**config.mk**
```make
export PLATFORM = sky130hd
export DESIGN_NAME = adc_sample_sequencer
export DESIGN_NICKNAME = d
export VERILOG_FILES = /design/src/rtl/adc_sample_sequencer_pkg.sv /design/src/rtl/adc_sample_sequencer_window.sv /design/src/rtl/adc_sample_sequencer.sv
export SDC_FILE = /design/constraint.sdc
export NUM_CORES = 1
export LEC_CHECK = 0
export CORE_MARGIN = 10
export CORE_UTILIZATION = 35
export CTS_CLUSTER_DIAMETER = 80
export DETAILED_ROUTE_END_ITERATION = 8
export GPL_ROUTABILITY_DRIVEN = 0
export GPL_TIMING_DRIVEN = 0
export PLACE_DENSITY = 0.61
export SLEW_MARGIN = 20
export SYNTH_ARGS = -nofsm -noshare
export SYNTH_HDL_FRONTEND = slang
export SYNTH_SLANG_ARGS = --single-unit
```
**constraint.sdc**
```tcl
create_clock -name clk_i -period 2.5 [get_ports clk_i]
set_clock_uncertainty 0.2 [all_clocks]
set_input_delay 0.625 -clock clk_i [delete_from_list [all_inputs] [get_ports clk_i]]
set_output_delay 0.625 -clock clk_i [all_outputs]
set_load 0.03 [all_outputs]
```
**src/rtl/adc_sample_sequencer_pkg.sv**
```systemverilog
// Shared definitions for the ADC sample sequencer: code width, setpoint,
// default window thresholds, FSM state encoding and a saturating helper.
package adc_sample_sequencer_pkg;

    localparam int ADC_W = 8;

    // 1.5 V setpoint code the protection window is centred on
    localparam logic [ADC_W-1:0] VREF_CODE = 8'd192;

    // Default over/under-voltage thresholds; codes equal to a threshold are in-window
    localparam logic [ADC_W-1:0] OV_TH_DEF = 8'd208;
    localparam logic [ADC_W-1:0] UV_TH_DEF = 8'd176;

    typedef enum logic [2:0] {
        ST_IDLE = 3'd0,
        ST_CONV = 3'd1,
        ST_WAIT = 3'd2,
        ST_CAPT = 3'd3,
        ST_HOLD = 3'd4
    } seq_state_e;

    // Increment a 4-bit debounce count, sticking at the limit once reached
    function automatic logic [3:0] sat_inc4(input logic [3:0] val, input logic [3:0] lim);
        logic [3:0] res;
        if (val >= lim) begin
            res = lim;
        end else begin
            res = val + 4'd1;
        end
        return res;
    endfunction

endpackage

```
**src/rtl/adc_sample_sequencer_window.sv**
```systemverilog
// Window compare plus saturating debounce counter and flag for one side
// (over or under) of the voltage protection window.
module adc_window_debounce
    import adc_sample_sequencer_pkg::*;
#(
    parameter logic [ADC_W-1:0] TH    = OV_TH_DEF,
    parameter bit               IS_OV = 1'b1,
    parameter int               FLT_N = 3
) (
    input  logic             clk_i,
    input  logic             rst_i,
    input  logic             capt_i,
    input  logic [ADC_W-1:0] code_i,
    output logic             flag_o
);

    localparam logic [3:0] LIM = 4'(FLT_N);

    logic [3:0] cnt_q;
    logic [3:0] cnt_d;
    logic       flag_q;
    logic       flag_d;
    logic       out_s;

    // Classify the captured code and compute the next debounce count and flag
    always_comb begin
        cnt_d  = cnt_q;
        flag_d = flag_q;
        if (IS_OV) begin
            out_s = (code_i > TH);
        end else begin
            out_s = (code_i < TH);
        end
        if (capt_i) begin
            if (out_s) begin
                cnt_d = sat_inc4(cnt_q, LIM);
            end else begin
                cnt_d = 4'd0;
            end
            flag_d = (cnt_d == LIM);
        end else begin
            cnt_d  = cnt_q;
            flag_d = flag_q;
        end
    end

    // Debounce state register, updated on the capture edge alongside the sample
    always_ff @(posedge clk_i) begin
        if (rst_i) begin
            cnt_q  <= 4'd0;
            flag_q <= 1'b0;
        end else begin
            cnt_q  <= cnt_d;
            flag_q <= flag_d;
        end
    end

    assign flag_o = flag_q;

endmodule

```
**src/rtl/adc_sample_sequencer.sv**
```systemverilog
// ADC conversion sequencer for the buck loop: strobes convst_bar once per
// period, waits out the conversion, captures the code, pulses sample_valid
// and maintains debounced OV/UV flags around the setpoint.
module adc_sample_sequencer
    import adc_sample_sequencer_pkg::*;
#(
    parameter int               PERIOD    = 500,
    parameter int               CONV_LOW  = 4,
    parameter int               CONV_WAIT = 60,
    parameter logic [ADC_W-1:0] OV_TH     = OV_TH_DEF,
    parameter logic [ADC_W-1:0] UV_TH     = UV_TH_DEF,
    parameter int               FLT_N     = 3
) (
    input  logic             clk_i,
    input  logic             rst_i,
    input  logic             en_i,
    input  logic [ADC_W-1:0] data_in_i,
    output logic             convst_bar_o,
    output logic [ADC_W-1:0] sample_o,
    output logic             sample_valid_o,
    output logic             ov_flag_o,
    output logic             uv_flag_o,
    output logic             busy_o
);

    localparam int             CNT_W    = $clog2(PERIOD);
    localparam logic [CNT_W-1:0] CNT_ONE  = CNT_W'(1);
    localparam logic [CNT_W-1:0] CNT_LAST = CNT_W'(PERIOD - 1);
    localparam logic [CNT_W-1:0] CONV_END = CNT_W'(CONV_LOW - 1);
    localparam logic [CNT_W-1:0] WAIT_END = CNT_W'(CONV_LOW + CONV_WAIT - 1);

    // Parameter sanity: the capture must fit inside one period
    if (PERIOD < CONV_LOW + CONV_WAIT + 3) begin : g_bad_period
        $error("PERIOD must be at least CONV_LOW + CONV_WAIT + 3");
    end
    if ((FLT_N < 1) || (FLT_N > 15)) begin : g_bad_fltn
        $error("FLT_N must lie in 1..15");
    end
    if ((OV_TH < VREF_CODE) || (UV_TH > VREF_CODE)) begin : g_bad_window
        $error("OV/UV thresholds must bracket the setpoint code");
    end

    seq_state_e       state_q;
    seq_state_e       state_d;
    logic [CNT_W-1:0] cnt_q;
    logic [CNT_W-1:0] cnt_d;
    logic             capt_s;
    logic             convst_q;
    logic             busy_q;
    logic             valid_q;
    logic [ADC_W-1:0] sample_q;

    // Next-state logic; the period counter indexes clocks from the strobe fall
    always_comb begin
        state_d = state_q;
        cnt_d   = cnt_q;
        capt_s  = 1'b0;
        case (state_q)
            ST_IDLE: begin
                cnt_d = '0;
                if (en_i) begin
                    state_d = ST_CONV;
                end else begin
                    state_d = ST_IDLE;
                end
            end
            ST_CONV: begin
                if (!en_i) begin
                    state_d = ST_IDLE;
                    cnt_d   = '0;
                end else if (cnt_q == CONV_END) begin
                    state_d = ST_WAIT;
                    cnt_d   = cnt_q + CNT_ONE;
                end else begin
                    state_d = ST_CONV;
                    cnt_d   = cnt_q + CNT_ONE;
                end
            end
            ST_WAIT: begin
                if (!en_i) begin
                    state_d = ST_IDLE;
                    cnt_d   = '0;
                end else if (cnt_q == WAIT_END) begin
                    state_d = ST_CAPT;
                    cnt_d   = cnt_q + CNT_ONE;
                end else begin
                    state_d = ST_WAIT;
                    cnt_d   = cnt_q + CNT_ONE;
                end
            end
            ST_CAPT: begin
                if (!en_i) begin
                    state_d = ST_IDLE;
                    cnt_d   = '0;
                end else begin
                    capt_s  = 1'b1;
                    state_d = ST_HOLD;
                    cnt_d   = cnt_q + CNT_ONE;
                end
            end
            ST_HOLD: begin
                // Finish the period even if en drops so the strobe rate never glitches
                if (cnt_q == CNT_LAST) begin
                    cnt_d = '0;
                    if (en_i) begin
                        state_d = ST_CONV;
                    end else begin
                        state_d = ST_IDLE;
                    end
                end else begin
                    state_d = ST_HOLD;
                    cnt_d   = cnt_q + CNT_ONE;
                end
            end
            default: begin
                state_d = ST_IDLE;
                cnt_d   = '0;
            end
        endcase
    end

    // State, counter and registered outputs; outputs derive from the next state
    always_ff @(posedge clk_i) begin
        if (rst_i) begin
            state_q  <= ST_IDLE;
            cnt_q    <= '0;
            convst_q <= 1'b1;
            busy_q   <= 1'b0;
            valid_q  <= 1'b0;
            sample_q <= '0;
        end else begin
            state_q  <= state_d;
            cnt_q    <= cnt_d;
            convst_q <= (state_d != ST_CONV);
            busy_q   <= (state_d == ST_CONV) || (state_d == ST_WAIT);
            valid_q  <= capt_s;
            if (capt_s) begin
                sample_q <= data_in_i;
            end else begin
                sample_q <= sample_q;
            end
        end
    end

    adc_window_debounce #(
        .TH    (OV_TH),
        .IS_OV (1'b1),
        .FLT_N (FLT_N)
    ) u_ov (
        .clk_i  (clk_i),
        .rst_i  (rst_i),
        .capt_i (capt_s),
        .code_i (data_in_i),
        .flag_o (ov_flag_o)
    );

    adc_window_debounce #(
        .TH    (UV_TH),
        .IS_OV (1'b0),
        .FLT_N (FLT_N)
    ) u_uv (
        .clk_i  (clk_i),
        .rst_i  (rst_i),
        .capt_i (capt_s),
        .code_i (data_in_i),
        .flag_o (uv_flag_o)
    );

    assign convst_bar_o   = convst_q;
    assign busy_o         = busy_q;
    assign sample_valid_o = valid_q;
    assign sample_o       = sample_q;

endmodule

```
==> run metrics <==
max-cap violations 0; die area 0.00677 mm^2; Fmax 0.468 GHz; postcts setup bufs 0; Die Span X 82.3 um; placement-stage cell area 0.00164 mm^2; Final Cycle Share 0.856; min Tclk post-route 2.14 ns; antenna violations before repair 0; area of the multi-input gates 659 um^2; vias in the first global route 1136; CP Capture Type flip-flop; worst hold margin 0.256 ns; Initial DRC Count 155; Seq. cell area 661 um^2; CP Launch Type primary input; post-route cell area 0.00172 mm^2; Die H 82.3 um; Reg clk slew, reported paths 0.06 ns; Leak Pwr 0.000579 uW; Critical Path RT 2.45 ns; layout cells sized above 1 0.0486; H-tree Lvls 2; sequential area share after synthesis 0.487; post-route DRC violation count 0; YS warnings 0; DR WL/cell 13.0 um; Slew Limit Headroom 0.718; min-delay src sample_o[0]; effective utilization at floorplan 0.365; fill count 360; Final #Nets 198; vias 1179; r2r startpoint cnt_q[0]; CTS max path bufs 2; slowest stage cell, crit path clkdlybuf4s50_1; worst path bufs/invs 2; CTS tree done; slowest stage delay, CP 0.52 ns; DP HPWL 2320 um; Post-synth EDFFs 0; Hold Crit Class reg -> reg; measured slew at the worst slew-check pin 0.419 ns; post-synthesis cell count 155; CTS Root Cell clkbuf_8; P per Cell Area 552 mW/mm^2; fin. max-slew vios 0; CTS buffer count 5; Post-CTS Resized 0; core area 0.00372 mm^2; Distinct cells, synth 37; placed cell count 225; total clock sinks 33; most frequent cells in the layout dfxtp_1 (33), nand2_1 (24), clkdlybuf4s50_1 (22); Routed Antenna Nets 0; status finished clean; post-cts hold buffer count 0; Mean Syn Cell Area 8.76 um^2; most common cell after layout, fill and taps aside dfxtp_1; Synth Flop Type dfxtp_1; VDD IR max 0.000259 V; largest net degree at the start of global routing 11; ANT cells 0; RSZ-0062 raised after global routing no; post-route insts no fill 233; mapped cell area 0.00136 mm^2; first-pass GRT wire length 5140 um; Pre-Repair DR Iteration Count 4; final hold vios 0; Ports 24; CP top delay family buffers and inverters; IO Port Bufs 22; Mapped Nets 169; ys async rst share 0; Rows 22; Area growth, synth to finish 26.5%; Remaining Overflow, GRT 0; CP cell instances clkdlybuf4s50_1 -> nand4_1 -> clkbuf_1 -> a32oi_1 -> nor2_1; drt total wl 3030 um; Final setup viols 0; clk_lat worst skew 0.27 ns; DR vias/cell 5.06; TNS Setup 0 ns; critical path startpoint en_i; number of synthesized register bits 33; Crit Path Class in -> reg; Critical Path Fanout Max 10; Total GRT Usage 0.0950; CP Data Arrival Time 2.09 ns
==> tightest hold or removal path, delay by kind of cell, from the launching register on <==
family,cells,cell delay (ns)
AOI/OAI and AO/OA,1,0.05
DFF,1,0.31
and+or+nand+nor,1,0.05
==> per-stage QoR <==
step / power [uW] / utilization / setup slack (ns)
finish: 948 / 0.462 / 0.361
global route: 985 / 0.462 / 0.186
CTS: 960 / 0.462 / 0.352
detailed placement: 588 / 0.441 / 0.0707
global placement: 588 / 0.441 / 0.112
floorplan: 563 / - / 0.704
==> area by class of cell <==
| type | count | share of cell area |
|---|---|---|
| clock buffer | 8 | 0.0466 |
| buffer | 4 | 0.00874 |
| tap | 48 | 0.0350 |
| multi-input combinational | 112 | 0.384 |
| inverter | 6 | 0.0131 |
| timing repair buffer | 22 | 0.128 |
| sequential | 33 | 0.385 |
==> per-layer routing <==
layer | GRT usage | vias up | part of all wire
met5 | 0 | - | 0
met4 | 0.0357 | 0 | 0.0089
met3 | 0.0335 | 4 | 0.084
met2 | 0.148 | 28 | 0.45
met1 | 0.118 | 551 | 0.45
li1 | - | 596 | -
==> flip-flops by register name (all words and copies together) (netlist names) <==
register / cells
u_ov.flag_o: 1
sample_valid_o: 1
convst_bar_o: 1
u_uv.flag_o: 1
busy_o: 1
sample_o: 8
cnt_q: 9
u_uv.cnt_q: 4
u_ov.cnt_q: 4
state_q: 3
==> kinds of logic (layout without fill, tap and decap cells) <==
group / Yosys count / after routing / synth area share
compound gates: 32 / 32 / 0.167
xor+xnor: 6 / 6 / 0.0387
fa+ha+maj: 3 / 3 / 0.0277
buf+inv: 10 / 40 / 0.0276
flops: 33 / 33 / 0.487
simple gates: 71 / 71 / 0.253
==> final timing paths <==
| check | cells after the start | end | slack [ns] |
|---|---|---|---|
| setup / recovery | 5 | u_ov.cnt_q[0] | 0.36 |
| hold / removal | 2 | sample_o[0] | 0.26 |
| setup reg to reg | 5 | state_q[0] | 0.55 |
| hold reg to reg | 2 | sample_o[0] | 0.26 |
==> report_power, final <==
group / total [uW] / internal [uW] / switching (uW)
sequential: 531 / 529 / 2.20
clock: 371 / 197 / 173
combinational: 45.6 / 22.6 / 22.9
==> synthesized netlist by cell type, drive strengths merged, types with 2 or more instances <==
master  count  area share
a211o       2       0.013
a21oi      14       0.052
a32oi       3       0.019
and2        4       0.018
and3        2      0.0092
clkbuf      4       0.011
dfxtp      33        0.49
ha          3       0.028
inv         6       0.017
nand2      24       0.066
nand2b      2      0.0092
nand3       3       0.011
nor2       20       0.055
nor3        4       0.015
o21ai       4       0.015
o41ai       2       0.013
or3         3       0.018
or3b        2       0.013
xnor2       5       0.032
Note: power is estimated with default switching activity, not from simulation.
